<file path="src/rtl/timer_slot_scheduler_if.sv">
// ---------------------------------------------------------------------------
// timer_slot_scheduler_if
//   Bundles the requester-facing signals of the shared one-shot timer.
//   master : requester side (drives req/delay/prescale/cancel)
//   slave  : scheduler side (drives ack/done/busy/cur_id/count)
//   Signals:
//     req_i       per-requester request level, held until ack_o
//     delay_i     per-requester delay in ticks, slice i = [i*CW +: CW]
//     prescale_i  tick period minus one, shared
//     cancel_i    per-requester abort of the running slot
//     ack_o       one-cycle one-hot grant pulse
//     done_o      one-cycle one-hot expiry pulse
//     busy_o      high while a slot is running
//     cur_id_o    index of the current/last granted requester
//     count_o     live remaining tick count
// ---------------------------------------------------------------------------
interface timer_slot_scheduler_if #(
  parameter int NREQ = 4,
  parameter int CW   = 16,
  parameter int PW   = 8,
  parameter int IDW  = $clog2(NREQ)
);
  logic [NREQ-1:0]    req_i;
  logic [NREQ*CW-1:0] delay_i;
  logic [PW-1:0]      prescale_i;
  logic [NREQ-1:0]    cancel_i;
  logic [NREQ-1:0]    ack_o;
  logic [NREQ-1:0]    done_o;
  logic               busy_o;
  logic [IDW-1:0]     cur_id_o;
  logic [CW-1:0]      count_o;

  modport master (
    output req_i, delay_i, prescale_i, cancel_i,
    input  ack_o, done_o, busy_o, cur_id_o, count_o
  );

  modport slave (
    input  req_i, delay_i, prescale_i, cancel_i,
    output ack_o, done_o, busy_o, cur_id_o, count_o
  );
endinterface

</file>
<file path="src/rtl/timer_slot_scheduler.sv">
// ---------------------------------------------------------------------------
// timer_slot_scheduler
//   Shares one prescaled down-counter between NREQ requesters. An idle
//   scheduler grants the next requester round-robin, loads its delay, counts
//   ticks of (prescale+1) clocks each, and pulses done_o to the owner when
//   the count reaches zero. The owner may cancel its slot at any time.
//   Ports:
//     wb_clk_i  sole clock, rising edge
//     wb_rst_i  synchronous active-high reset
//     bus       timer_slot_scheduler_if.slave (requests, grants, status)
// ---------------------------------------------------------------------------
module timer_slot_scheduler #(
  parameter int NREQ = 4,
  parameter int CW   = 16,
  parameter int PW   = 8,
  parameter int IDW  = $clog2(NREQ)
) (
  input  logic                   wb_clk_i,
  input  logic                   wb_rst_i,
  timer_slot_scheduler_if.slave  bus
);

  typedef enum logic {
    IDLE = 1'b0,
    RUN  = 1'b1
  } state_t;

  state_t          state_q, state_d;
  logic [IDW-1:0]  ptr_q, ptr_d;
  logic [IDW-1:0]  id_q, id_d;
  logic [CW-1:0]   cnt_q, cnt_d;
  logic [PW-1:0]   psc_q, psc_d;
  logic [PW-1:0]   psc_lat_q, psc_lat_d;
  logic [NREQ-1:0] ack_q, ack_d;
  logic [NREQ-1:0] done_q, done_d;

  logic [CW-1:0]   delay_arr [NREQ];
  logic            grant_valid;
  logic [IDW-1:0]  grant_id;
  logic [IDW:0]    scan_idx;

  always_comb begin
    for (int i = 0; i < NREQ; i++) begin
      delay_arr[i] = bus.delay_i[i*CW +: CW];
    end
  end

  // Round-robin pick: scan offsets from the pointer downward so the smallest
  // offset (closest at-or-after the pointer) is the last, winning, assignment.
  always_comb begin
    // NOTE: every always_comb output gets a default first so no path can
    // leave it unassigned and infer a latch.
    grant_valid = 1'b0;
    grant_id    = '0;
    scan_idx    = '0;
    for (int i = NREQ - 1; i >= 0; i--) begin
      scan_idx = {1'b0, ptr_q} + (IDW+1)'(i);
      if (scan_idx >= (IDW+1)'(NREQ)) begin
        scan_idx = scan_idx - (IDW+1)'(NREQ);
      end
      if (bus.req_i[scan_idx[IDW-1:0]]) begin
        grant_valid = 1'b1;
        grant_id    = scan_idx[IDW-1:0];
      end
    end
  end

  always_comb begin
    state_d   = state_q;
    ptr_d     = ptr_q;
    id_d      = id_q;
    cnt_d     = cnt_q;
    psc_d     = psc_q;
    psc_lat_d = psc_lat_q;
    ack_d     = '0;
    done_d    = '0;

    unique case (state_q)
      IDLE: begin
        if (grant_valid) begin
          ack_d     = NREQ'(1) << grant_id;
          id_d      = grant_id;
          cnt_d     = delay_arr[grant_id];
          psc_lat_d = bus.prescale_i;
          psc_d     = '0;
          ptr_d     = (grant_id == IDW'(NREQ - 1)) ? '0 : grant_id + 1'b1;
          state_d   = RUN;
        end
      end
      RUN: begin
        // Cancel outranks expiry; the counter is cleared so count_o reads 0.
        if (bus.cancel_i[id_q]) begin
          cnt_d   = '0;
          psc_d   = '0;
          state_d = IDLE;
        end else if (cnt_q == '0) begin
          done_d  = NREQ'(1) << id_q;
          state_d = IDLE;
        end else if (psc_q == psc_lat_q) begin
          psc_d = '0;
          cnt_d = cnt_q - 1'b1;
        end else begin
          psc_d = psc_q + 1'b1;
        end
      end
      default: state_d = IDLE;
    endcase
  end

  always_ff @(posedge wb_clk_i) begin
    // NOTE: sequential state uses non-blocking assignments so all registers
    // update together from values sampled at the same edge.
    if (wb_rst_i) begin
      state_q   <= IDLE;
      ptr_q     <= '0;
      id_q      <= '0;
      cnt_q     <= '0;
      psc_q     <= '0;
      psc_lat_q <= '0;
      ack_q     <= '0;
      done_q    <= '0;
    end else begin
      state_q   <= state_d;
      ptr_q     <= ptr_d;
      id_q      <= id_d;
      cnt_q     <= cnt_d;
      psc_q     <= psc_d;
      psc_lat_q <= psc_lat_d;
      ack_q     <= ack_d;
      done_q    <= done_d;
    end
  end

  assign bus.ack_o    = ack_q;
  assign bus.done_o   = done_q;
  assign bus.busy_o   = (state_q == RUN);
  assign bus.cur_id_o = id_q;
  assign bus.count_o  = cnt_q;

endmodule
</file>
<file path="src/flat_wrapper.sv">
// flat-port wrapper written by rule: the top's interface ports become plain ports
module timer_slot_scheduler_flat 
#(
  parameter int NREQ = 4,
  parameter int CW   = 16,
  parameter int PW   = 8,
  parameter int IDW  = $clog2(NREQ)
)
  (wb_clk_i, wb_rst_i, bus_req_i, bus_delay_i, bus_prescale_i, bus_cancel_i, bus_ack_o, bus_done_o, bus_busy_o, bus_cur_id_o, bus_count_o);
  timer_slot_scheduler_if #(.NREQ(NREQ), .CW(CW), .PW(PW), .IDW(IDW)) bus_i ();
  input  logic wb_clk_i;
  input  logic wb_rst_i;
  input wire logic [$bits(bus_i.req_i)-1:0] bus_req_i;
  input wire logic [$bits(bus_i.delay_i)-1:0] bus_delay_i;
  input wire logic [$bits(bus_i.prescale_i)-1:0] bus_prescale_i;
  input wire logic [$bits(bus_i.cancel_i)-1:0] bus_cancel_i;
  output wire logic [$bits(bus_i.ack_o)-1:0] bus_ack_o;
  output wire logic [$bits(bus_i.done_o)-1:0] bus_done_o;
  output wire logic [$bits(bus_i.busy_o)-1:0] bus_busy_o;
  output wire logic [$bits(bus_i.cur_id_o)-1:0] bus_cur_id_o;
  output wire logic [$bits(bus_i.count_o)-1:0] bus_count_o;
  assign bus_i.req_i = bus_req_i;
  assign bus_i.delay_i = bus_delay_i;
  assign bus_i.prescale_i = bus_prescale_i;
  assign bus_i.cancel_i = bus_cancel_i;
  assign bus_ack_o = bus_i.ack_o;
  assign bus_done_o = bus_i.done_o;
  assign bus_busy_o = bus_i.busy_o;
  assign bus_cur_id_o = bus_i.cur_id_o;
  assign bus_count_o = bus_i.count_o;
  timer_slot_scheduler #(.NREQ(NREQ), .CW(CW), .PW(PW), .IDW(IDW)) u_core (.wb_clk_i(wb_clk_i), .wb_rst_i(wb_rst_i), .bus(bus_i));
endmodule
</file>
<file path="config.mk">
export PLATFORM = sky130hd
export DESIGN_NAME = timer_slot_scheduler_flat
export DESIGN_NICKNAME = d
export VERILOG_FILES = /design/src/rtl/timer_slot_scheduler_if.sv /design/src/rtl/timer_slot_scheduler.sv /design/src/flat_wrapper.sv
export SDC_FILE = /design/constraint.sdc
export NUM_CORES = 1
export LEC_CHECK = 0
export CORE_MARGIN = 2
export CORE_UTILIZATION = 41
export CTS_BUF_LIST = sky130_fd_sc_hd__clkbuf_8 sky130_fd_sc_hd__clkbuf_16
export DETAILED_ROUTE_END_ITERATION = 8
export HOLD_SLACK_MARGIN = 0.03
export PLACE_DENSITY_LB_ADDON = 0.3
export SETUP_SLACK_MARGIN = 0.4
export SYNTH_ARGS = -nofsm -noshare
export SYNTH_HDL_FRONTEND = slang
export SYNTH_SLANG_ARGS = --single-unit
</file>
<file path="constraint.sdc">
create_clock -name wb_clk_i -period 2.25 [get_ports wb_clk_i]
set_clock_uncertainty 0.1 [all_clocks]
set_input_delay 0.45 -clock wb_clk_i [delete_from_list [all_inputs] [get_ports wb_clk_i]]
set_output_delay 0.45 -clock wb_clk_i [all_outputs]
set_load 0.05 [all_outputs]
</file>
# Word level (Yosys, flattened, before mapping)

Index checks and enable logic that the tools add are counted.

Flip-flop bits (word level): 45
Output and inout bits: 27

Shift operators: 2
Mux-type cells: 40
Bitwise logic cells: 4
$add $sub $neg: 10
Equal/unequal tests: 5
Reductions and logical operators: 6
Magnitude comparators: 10

Operators by type and width:

| operator                                                    | number |
|---|---|
| 2-to-1 mux 16 bit                                           | 6 |
| binary-select mux 16 bit (select 2 bit)                     | 1 |
| 2-to-1 mux 8 bit                                            | 4 |
| case mux 16 bit (2 select lines)                            | 1 |
| 2-to-1 mux 2 bit                                            | 9 |
| zero test 16 bit                                            | 1 |
| case mux 8 bit (2 select lines)                             | 1 |
| subtractor 16 x 1 -> 16 bit (second input constant)         | 1 |
| less-than comparator 2 x 3 -> 1 bit (second input constant) | 5 |
| >= comparator 3 bit (second input constant)                 | 4 |
| 2-to-1 mux 1 bit                                            | 12 |
| binary-select mux 1 bit (select 2 bit)                      | 5 |
| adder 8 x 1 -> 8 bit (second input constant)                | 1 |
| equality test 8 bit                                         | 1 |
| left shift 1 x 2 -> 4 bit (first input constant)            | 2 |
| subtractor 2 x 1 -> 2 bit (second input constant)           | 4 |
| adder 2 x 2 -> 3 bit (second input constant)                | 2 |
| inequality test 3 bit (second input constant)               | 2 |
| AND reduction 2 bit                                         | 2 |
| OR reduction 4 bit                                          | 1 |
| adder 2 x 1 -> 3 bit (second input constant)                | 1 |
| >= comparator 2 x 3 -> 1 bit (second input constant)        | 1 |
| NOT 1 bit                                                   | 3 |
| NOT 2 -> 3 bit                                              | 1 |
| 6 further kinds                                             | 6 |

# Depth between registers and ports, before layout

Gate-level depths: netlist of run 1.

Depth after elaboration: 15
Gate-level depth with buffers: 9
Depth with buffers taken out: 8

# Worst setup path after synthesis of run 1

Ideal clock, no wire load.

Path type: reg2reg
Start: register u_core.id_q[0] (netlist: u_core.bus.cur_id_o[0])
End: register u_core.psc_q[7]
Stages on the path, launching flop included: 8
Data required time: 2.015 ns
Slack: -0.429 ns
Clock period less this slack: 2.679 ns
Arrival: 2.445 ns
Path through: dfxtp_1 mux4_2 nand2b_1 buf_2 o21ai_1 nor4_1 xnor2_1 nor3_2

Longest elaborated chain between the ends: 4
Elaborated cells between the ends (all ways): 6
Those cells by class: eq/ne: 1; mux: 4; reduce/logical: 1

RTL lines:

| what                                                                   | RTL line                    | RTL |
|---|---|---|
| from (decl)                                                            | timer_slot_scheduler.sv:30  | `logic [IDW-1:0] id_q, id_d;` |
| from (signal assigned)                                                 | timer_slot_scheduler.sv:125 | `id_q <= id_d;` |
| binary-select mux 1 bit (select 2 bit) (*)                             | timer_slot_scheduler.sv:92  | `if (bus.cancel_i[id_q]) begin` |
| 2-to-1 mux 1 bit (implied by the code) (*)                             | timer_slot_scheduler.sv:92  |  |
| 2-to-1 mux 8 bit or inequality test 3 bit (tied branches)              | n/a                         |  |
| case mux 8 bit (2 select lines) or AND reduction 2 bit (tied branches) | n/a                         |  |
| to (signal assigned)                                                   | timer_slot_scheduler.sv:127 | `psc_q <= psc_d;` |
| to (decl)                                                              | timer_slot_scheduler.sv:32  | `logic [PW-1:0] psc_q, psc_d;` |

Mark *: on every way between the ends. The rest lies on a longest branch, timed or not. The select of a mux whose other input is x is not followed.
A chain may end at the register's enable or synchronous reset.

# Final worst setup path of run 1

Start: register u_core.cnt_q[8] (netlist: u_core.bus.count_o[8])
End: register u_core.cnt_q[11] (netlist: u_core.bus.count_o[11])

Longest elaborated chain between the ends: 5
Elaborated cells between the ends (all ways): 8
Those cells by class: add/sub: 1; eq/ne: 1; mux: 4; reduce/logical: 2

RTL lines:

| what                             | RTL line                    | RTL |
|---|---|---|
| from (decl)                      | timer_slot_scheduler.sv:31  | `logic [CW-1:0] cnt_q, cnt_d;` |
| from (signal assigned)           | timer_slot_scheduler.sv:126 | `cnt_q <= cnt_d;` |
| subtractor 16 x 1 -> 16 bit      | timer_slot_scheduler.sv:101 | `cnt_d = cnt_q - 1'b1;` |
| 2-to-1 mux 16 bit                | timer_slot_scheduler.sv:99  | `end else if (psc_q == psc_lat_q) begin` |
| 2-to-1 mux 16 bit                | timer_slot_scheduler.sv:96  | `end else if (cnt_q == '0) begin` |
| 2-to-1 mux 16 bit                | timer_slot_scheduler.sv:92  |  |
| case mux 16 bit (2 select lines) | timer_slot_scheduler.sv:78  | `unique case (state_q)` |

Several ways; a longest one is shown, not always the timed one. The select of a mux whose other input is x is not followed.

==> reports/metrics.cfg, run 1 <==
[power_and_ir_drop]
p_int_w = 0.00196
p_comb_share_pct = 55.7
power_frac_seq_pct = 29.0
pwr_density_cell_nw_per_um2 = 628
switching_share_pct = 41.7
clock_power_share_pct = 15.4
peakVddDrop_uv = 550
p_leak_nw = 2.24
netSwitchingPower_w = 0.00140

[finish]
fin_nets = 655
layout_commonest_cell = buf_4
fin_area_um2 = 5340
final_cell_mix = buf_4, clkdlybuf4s50_1, nand2_1, dfxtp_1
antenna_cells = 0
final_layout_size_suffix_gt1_share_pct = 36.8
syn2layout_area_growth_pct = 76.0

[setup_path]
crit_type = reg -> reg
cp_top_family = simple AND/OR/NAND/NOR gates
worstSetupStartpoint = u_core.bus.count_o[8]$_SDFFE_PP0P_
required_ns = 2.36
path_cells = nor4_4 -> or4b_4 -> or3_4 -> a21oi_4 -> buf_4 -> nor3_2 -> o32ai_1
slowest_delay_ns = 0.51
crit_arrival_ns = 2.43
rr_worst_depth = 7
r2r-end = u_core.bus.count_o[11]$_SDFFE_PP0P_
endpoint_kind = register
start_kind = register
r2r_slack_ns = -0.07
r2r-start = u_core.bus.count_o[8]$_SDFFE_PP0P_
critPathSlowestCell = or4b_4
critPathMaxFanout = 3
cp_num_buf_inv = 1

[timing]
finalSetupViolations = 19
hold_violations = 0
finalSetupTns_ns = -0.675
setup_ws_ns = -0.0717
post-route-min-period_ns = 2.32
fin_crit_sh_pct = 103
rsz0062_at_grt = true
worst_slew_pin_slew_ns = 0.510
max_freq_mhz = 431
slew_headroom_pct = 66.2
slew_viol_final = 0

[placement]
port_buffers = 108
place.gp.congestion = 0.983
dp_hpwl_um = 8750
post-place-ws_ns = -0.517
placed_area_um2 = 4810

[worst_hold_path]
hold_end = u_core.psc_lat_q[1]$_SDFFE_PP0P_
worstHoldPathCells = 2
hp-class = reg -> reg
worst_hold_startpoint = u_core.psc_lat_q[1]$_SDFFE_PP0P_

[synth]
synth_top_area_share_pct = 29.7
yosys_warnings = 0
ys_ff_latch = 45
ys_types = 60
synth_top_area_cell = dfxtp_1
synthArstFlopShare_pct = 0
syn_area_um2 = 3040
synth.area.top_cells = dfxtp_1, nand2_1, a21oi_1
synth_flop_cell = dfxtp_1
postSynthCellCount = 386
ys_seq_area_share_pct = 29.7
synth-edff-count = 0
syn-num-nets = 471
postSynthAreaPerCell_um2 = 7.87

[detailed_routing]
drtIter0Drc = 248
vias = 3886
drc = 0
avgRoutedWirePerCell_um = 18.4
ant_nets = 0
via_per_inst = 5.80
finalWirelength_um = 12300
drt_pass1_iterations = 7

[job]
cap_violations = 0

[cts]
clk_path_buf_depth = 2
cts_tree = built
htreeDepth = 2
root_buffer = clkbuf_8
clk_pin_slew_ns = 0.09
numCtsBuffers = 5
ctsHoldBuffers = 0
clock_latency_ns = 0.31
cts_sinks = 45

[floorplanning]
io-pin-count = 109
die_area_um2 = 8110
die_x_um = 90.1
coreArea_um2 = 7210
rows = 31
die_h_um = 90.1
start_util_pct = 42.1

[grt]
grt.overflow.total = 0
grt_max_degree = 18
grt_usage_pct = 27.9
antenna_found_initial = 0
grt_pass1_wl_um = 18400
grt_pass1_vias = 3838

[outcome]
violations = negative setup slack
run_status = finished with violations

[power by group through the flow]
stage          Combinational [W]  Clock (W)  Sequential, W
3_3_place_gp             0.00161          0       0.000986
5_1_grt                  0.00198   0.000558       0.000983
2_1_floorplan           0.000699          0        0.00122
3_5_place_dp             0.00164          0       0.000988
4_1_cts                  0.00175   0.000519       0.000969
6_report                 0.00187   0.000516       0.000973
[worst max path at each step]
stage                                          endpoint  slack [ns]  depth (start not counted)
finish              u_core.bus.count_o[11]$_SDFFE_PP0P_       -0.07                          7
global route        u_core.bus.count_o[10]$_SDFFE_PP0P_       -0.16                          6
CTS                  u_core.bus.count_o[7]$_SDFFE_PP0P_       -0.06                          7
detailed placement   u_core.bus.count_o[1]$_SDFFE_PP0P_       -0.52                          7
global placement    u_core.bus.count_o[13]$_SDFFE_PP0P_       -0.47                          7
floorplan           u_core.bus.count_o[14]$_SDFFE_PP0P_       -0.18                          8
[worst min-delay path, delay by kind of cell, from the launching register on]
| kind | cells | cell delay, ns |
|---|---|---|
| AOI/OAI and AO/OA | 1 | 0.05 |
| DFF | 1 | 0.33 |
| and+or+nand+nor | 1 | 0.05 |
[state kept, by name, summed over array words and instances, names as in the netlist]
signal	cells
u_core.psc_q	8
u_core.bus.cur_id_o	2
u_core.ptr_q	2
u_core.bus.done_o	4
u_core.psc_lat_q	8
u_core.bus.busy_o	1
u_core.bus.ack_o	4
u_core.bus.count_o	16
[stage by stage]
step / total power (W) / utilization, % / hold WS [ns] / instances
after floorplan: 0.00192 / - / 0.348 / 386
after CTS: 0.00324 / 71.4 / 0.369 / 662
final: 0.00336 / 74.1 / 0.367 / 670
after global placement: 0.00260 / 66.7 / 0.359 / 644
after detailed placement: 0.00263 / 66.7 / 0.362 / 644
after global routing: 0.00352 / 74.1 / 0.395 / 670
[cells by family after synthesis]
logic type	count (synthesis)	synth area share [%]
xor+xnor	19	5.48
mux	10	3.83
compound gates	101	24.5
simple gates	170	29.9
buf+inv	38	5.44
flops	45	29.7
fa+ha+maj	3	1.24
[synthesized netlist by cell type, types with 8 or more instances]
master / instances
xor2_1: 12
nor2_1: 21
nand3_1: 22
nor4_1: 11
nand2_1: 56
dfxtp_1: 45
a21oi_1: 23
and3_1: 8
clkbuf_1: 25
a21boi_0: 10
a311oi_1: 8
nor3_1: 16
a211oi_1: 10
o21ai_0: 12
[layer usage]
layer  wire length (µm)  part of all wire, %  up-vias  global-route usage (%)
met1               5020                   41     1885                    33.1
li1                   -                    -     1801                       -
met4                374                  3.0        0                    11.7
met3                571                  4.6       31                    4.95
met2               6350                   52      169                    49.4
met5                  0                    0        -                       0
[what timing repair did]
action                     4_1_cts  5_1_grt
gates cloned                     1        1
hold endpoints to repair         0        0
pin swaps                       15       11
resized for setup               89       48
setup endpoints to repair       70       51
buffers inserted                 9        7
[layout make-up]
cell class,instances,area (µm²)
clock inverters,3,18.8
fillers,543,1870
repair buffers,208,1900
well taps,99,124
multi-input cells,303,2270
flip-flops and latches,45,937
clock buffers,5,68.8
inverters,7,26.3
(Power assumes the default switching activity.)
==> run 2: changes to the inputs <==
Settings changed: CORE_ASPECT_RATIO set to 0.9, SKIP_CTS_REPAIR_TIMING set to 1.
==> run 2 against run 1 <==
  * The flow still finishes with violations (negative setup slack)
  * Combinational power about the same
  * Clock-buffer cell count up 2
  * Hold slack better by 0.0012 ns
  * Critical path depth down 1
  * Global-route usage down 0.19 points
  * Via count up 0.31%
  * Cell area up 1.4%
  * Cell count down 2.1%
  * Setup slack worse by 0.085 ns
  * Core utilization up 2.1 points
  * Clock power up 19%
  * Non-clock buffer count down 10
  * Critical path type unchanged
  * Critical endpoint is now u_core.bus.count_o[5]$_SDFFE_PP0P_
==> reports/metrics.cfg, run 2 (synthesized netlist as in run 1, its figures left out) <==
[cts]
clk_path_buf_depth = 2
clock_latency_ns = 0.31
root_buffer = clkbuf_8
clk_pin_slew_ns = 0.09
htreeDepth = 2
numCtsBuffers = 5
cts_tree = built
cts_sinks = 45

[floorplanning]
die_x_um = 94.7
io-pin-count = 109
die_area_um2 = 8110
die_h_um = 85.6
coreArea_um2 = 7110
start_util_pct = 42.7
rows = 29

[power_and_ir_drop]
pwr_density_cell_nw_per_um2 = 643
peakVddDrop_uv = 454
p_leak_nw = 2.60

[job]
cap_violations = 0

[setup_path]
endpoint_kind = register
r2r-start = u_core.bus.count_o[10]$_SDFFE_PP0P_
critPathMaxFanout = 5
crit_type = reg -> reg
r2r_slack_ns = -0.16
crit_arrival_ns = 2.50
required_ns = 2.35
rr_worst_depth = 6
start_kind = register
r2r-end = u_core.bus.count_o[5]$_SDFFE_PP0P_
worstSetupStartpoint = u_core.bus.count_o[10]$_SDFFE_PP0P_

[timing]
worst_slew_pin_slew_ns = 0.637
finalSetupViolations = 24
fin_crit_sh_pct = 107
rsz0062_at_grt = true
max_freq_mhz = 416
setup_ws_ns = -0.156
slew_headroom_pct = 56.4
post-route-min-period_ns = 2.41
finalSetupTns_ns = -2.09
hold_violations = 0
slew_viol_final = 0

[finish]
final_layout_size_suffix_gt1_share_pct = 33.4
largest_reg_flops = 16
syn2layout_area_growth_pct = 78.4
antenna_cells = 0
fin_util_pct = 76.2
final_cell_mix = clkdlybuf4s50_1, buf_4, nand2_1, dlymetal6s2s_1, dfxtp_1
layout_commonest_cell = clkdlybuf4s50_1
fin_nets = 647

[worst_hold_path]
hold_end = u_core.psc_lat_q[0]$_SDFFE_PP0P_
hp-class = reg -> reg
worst_hold_startpoint = u_core.psc_lat_q[0]$_SDFFE_PP0P_
worstHoldPathCells = 2

[detailed_routing]
drt_pass1_iterations = 5
avgRoutedWirePerCell_um = 19.0
via_per_inst = 5.94
drc = 0
finalWirelength_um = 12500
vias = 3898
drtIter0Drc = 284
ant_nets = 0

[grt]
grt_max_degree = 19
grt_usage_pct = 27.7
antenna_found_initial = 0
grt_pass1_wl_um = 17700
grt_pass1_vias = 3679
grt.overflow.total = 0

[outcome]
violations = negative setup slack
run_status = finished with violations

[placement]
port_buffers = 108
place.gp.congestion = 0.918
dp_hpwl_um = 8660

## run 2: changes by cell type in the layout (fill, tap and decap cells not counted), moves of 4 or more
cell	delta
dlymetal6s2s_1	+29
dlygate4sd2_1	-13
nor3_2	-6
clkdlybuf4s15_2	-4
buf_4	-12
clkbuf_2	-6
## run 2: report_power, final
part | switching, W | internal, W
combinational | 0.00104 | 0.000857
clock | 0.000297 | 0.000317
sequential | 0.0000830 | 0.000890
total | 0.00142 | 0.00206
## run 2: layout make-up
type                            instances  area [µm²]
Clock inverter                          1        7.51
Timing Repair Buffer                  198        1920
Sequential cell                        45         936
Clock buffer                            7         108
Inverter                                7        26.3
Multi-Input combinational cell        305        2300
Fill cell                             498        1690
Tap cell                               93         116
## run 2: critical path, stage by stage, from the launching register on
cell     delay [ns]
dfxtp_4        0.36
nor4_4         0.31
or4b_4         0.52
or3_4          0.39
a21oi_4        0.23
nor2_4         0.10
o221a_2        0.28
## run 2: worst max-delay path by stage
stage	endpoint	slack, ns
4_1_cts	u_core.bus.count_o[2]$_SDFFE_PP0P_	-0.24
2_1_floorplan	u_core.bus.count_o[14]$_SDFFE_PP0P_	-0.18
6_report	u_core.bus.count_o[5]$_SDFFE_PP0P_	-0.16
3_5_place_dp	u_core.bus.count_o[2]$_SDFFE_PP0P_	-0.55
3_3_place_gp	u_core.bus.count_o[13]$_SDFFE_PP0P_	-0.45
5_1_grt	u_core.bus.count_o[1]$_SDFFE_PP0P_	-0.19
## run 2: metrics by stage
step / cells / total power [W] / area (µm²) / setup WS, ns / hold slack [ns]
5_1_grt: 656 / 0.00362 / 5420 / -0.191 / 0.393
6_report: 656 / 0.00348 / 5420 / -0.156 / 0.368
3_5_place_dp: 634 / 0.00264 / 4790 / -0.550 / 0.364
2_1_floorplan: 386 / 0.00192 / 3170 / -0.176 / 0.348
4_1_cts: 642 / 0.00325 / 4900 / -0.240 / 0.376
3_3_place_gp: 634 / 0.00261 / 4790 / -0.453 / 0.356
## run 2: layer usage
metal  wire length [µm]  vias to the layer above  GRT usage (%)
met2               6110                      214           47.8
met1               5070                     1850           35.1
met5                  0                        -              0
met4                332                        0           9.49
li1                   -                     1794              -
met3                969                       40           4.39
==> run 3: changes to the inputs <==
Settings changed: CORE_UTILIZATION 41 to 42, CTS_BUF_LIST sky130_fd_sc_hd__clkbuf_8 sky130_fd_sc_hd__clkbuf_16 to sky130_fd_sc_hd__clkbuf_4 sky130_fd_sc_hd__clkbuf_8.
==> run 3 against run 2 <==
  * The run still ends with negative setup slack left
  * Core utilization increased by 4.6 points
  * Non-clock buffer count increased by 19
  * Global-route usage increased by 0.59 points
  * Die area decreased by 2.3%
  * Critical endpoint is now u_core.bus.count_o[8]$_SDFFE_PP0P_
==> reports/metrics.cfg, run 3 (synthesized netlist as in run 1, its figures left out) <==
[outcome]
run_status = finished with violations
violations = negative setup slack

[cts]
numCtsBuffers = 5
clk_path_buf_depth = 2
cts_sinks = 45
htreeDepth = 2
cts_tree = built
root_buffer = clkbuf_8
clk_pin_slew_ns = 0.09
clock_latency_ns = 0.32

[setup_path]
critPathSlowestCell = or4b_4
cp_num_buf_inv = 1
cp_top_family = simple AND/OR/NAND/NOR gates
path_cells = nor4_4 -> or4b_4 -> or3_4 -> buf_6 -> nand4_1 -> mux2i_1 -> o31ai_1
endpoint_kind = register
start_kind = register
crit_type = reg -> reg
critPathMaxFanout = 6
slowest_delay_ns = 0.51
crit_arrival_ns = 2.48
required_ns = 2.34

[finish]
antenna_cells = 0
syn2layout_area_growth_pct = 87.2
layout_commonest_cell = buf_4
largest_reg_flops = 16
finalNonFillerCells = 675
fin_util_pct = 80.8
final_cell_mix = buf_4, clkdlybuf4s50_1, nand2_1, dlymetal6s2s_1, dfxtp_1
final_layout_size_suffix_gt1_share_pct = 38.5
fin_nets = 666

[power_and_ir_drop]
pwr_density_cell_nw_per_um2 = 648
peakVddDrop_uv = 567
p_leak_nw = 2.68
fin_total_pwr_w = 0.00368

[detailed_routing]
via_per_inst = 6.13
avgRoutedWirePerCell_um = 21.1
finalWirelength_um = 14200
drc = 0
drtIter0Drc = 364
ant_nets = 0
vias = 4139
drt_pass1_iterations = 7

[floorplanning]
rows = 29
coreArea_um2 = 7040
start_util_pct = 43.1
die_h_um = 84.7
die_area_um2 = 7930
die_x_um = 93.6
io-pin-count = 109

[timing]
max_freq_mhz = 419
setup_ws_ns = -0.137
rsz0062_at_grt = true
slew_headroom_pct = 64.3
post-route-min-period_ns = 2.39
worst_slew_pin_slew_ns = 0.534
whs_ns = 0.379
hold_violations = 0
finalSetupViolations = 12
slew_viol_final = 0
fin_crit_sh_pct = 106
finalSetupTns_ns = -0.576

[placement]
placed_cells_incl_taps = 638
port_buffers = 108
place.gp.congestion = 0.947
dp_hpwl_um = 8860

[grt]
grt_pass1_wl_um = 17800
grt.overflow.total = 0
grt_max_degree = 20
grt_usage_pct = 28.3
antenna_found_initial = 0
grt_pass1_vias = 3665

[worst_hold_path]
hp-class = reg -> reg

[job]
cap_violations = 0

run 3: cell types whose count changed in the layout (fill, tap and decap cells not counted), moves of 3 or more:
| cell | delta |
|---|---|
| a311oi_2 | -4 |
| a21oi_1 | -5 |
| buf_12 | +3 |
| nand2_4 | +3 |
| nand2_2 | +5 |
| nand2_1 | -7 |
| a21oi_2 | +5 |
| a311oi_1 | +4 |
| buf_4 | +14 |
run 3: per-stage QoR:
step,cell area [µm²],setup slack [ns]
3_5_place_dp,4820,-0.543
4_1_cts,4930,-0.223
5_1_grt,5690,-0.198
2_1_floorplan,3170,-0.176
3_3_place_gp,4820,-0.482
6_report,5690,-0.137
run 3: worst min-delay path, cell delays in order (launching register included):
cell     delay [ns]
dfxtp_1        0.33
nand2_1        0.06
a21oi_1        0.05
run 3: where the power goes:
part           internal (W)  switching, W  leakage (nW)  total, W
registers          0.000891     0.0000869         0.377  0.000978
logic              0.000942       0.00112          2.25   0.00206
clock network      0.000328      0.000316        0.0518  0.000644
run 3: worst paths after layout:
check                                                        start                            endpoint  slack (ns)  depth (start not counted)
worst max-delay path            u_core.bus.count_o[7]$_SDFFE_PP0P_  u_core.bus.count_o[8]$_SDFFE_PP0P_       -0.14                          7
worst min-delay path              u_core.psc_lat_q[2]$_SDFFE_PP0P_    u_core.psc_lat_q[2]$_SDFFE_PP0P_        0.38                          2
worst max register to register  u_core.bus.count_o[7]$_SDFFE_PP0P_  u_core.bus.count_o[8]$_SDFFE_PP0P_       -0.14                          7
worst min register to register    u_core.psc_lat_q[2]$_SDFFE_PP0P_    u_core.psc_lat_q[2]$_SDFFE_PP0P_        0.38                          2
run 3: layer usage:
metal,routed length (µm),global-route usage [%]
met4,450,7.91
met3,1120,5.83
met1,5740,37.0
met5,0,0
met2,6900,47.4
run 3: cell type report:
type	instances	area (µm²)
clock buffers	5	68.8
clock inverters	3	41.3
fillers	410	1350
inverters	7	26.3
multi-input cells	305	2390
flip-flops and latches	45	938
well taps	93	116
repair buffers	217	2110
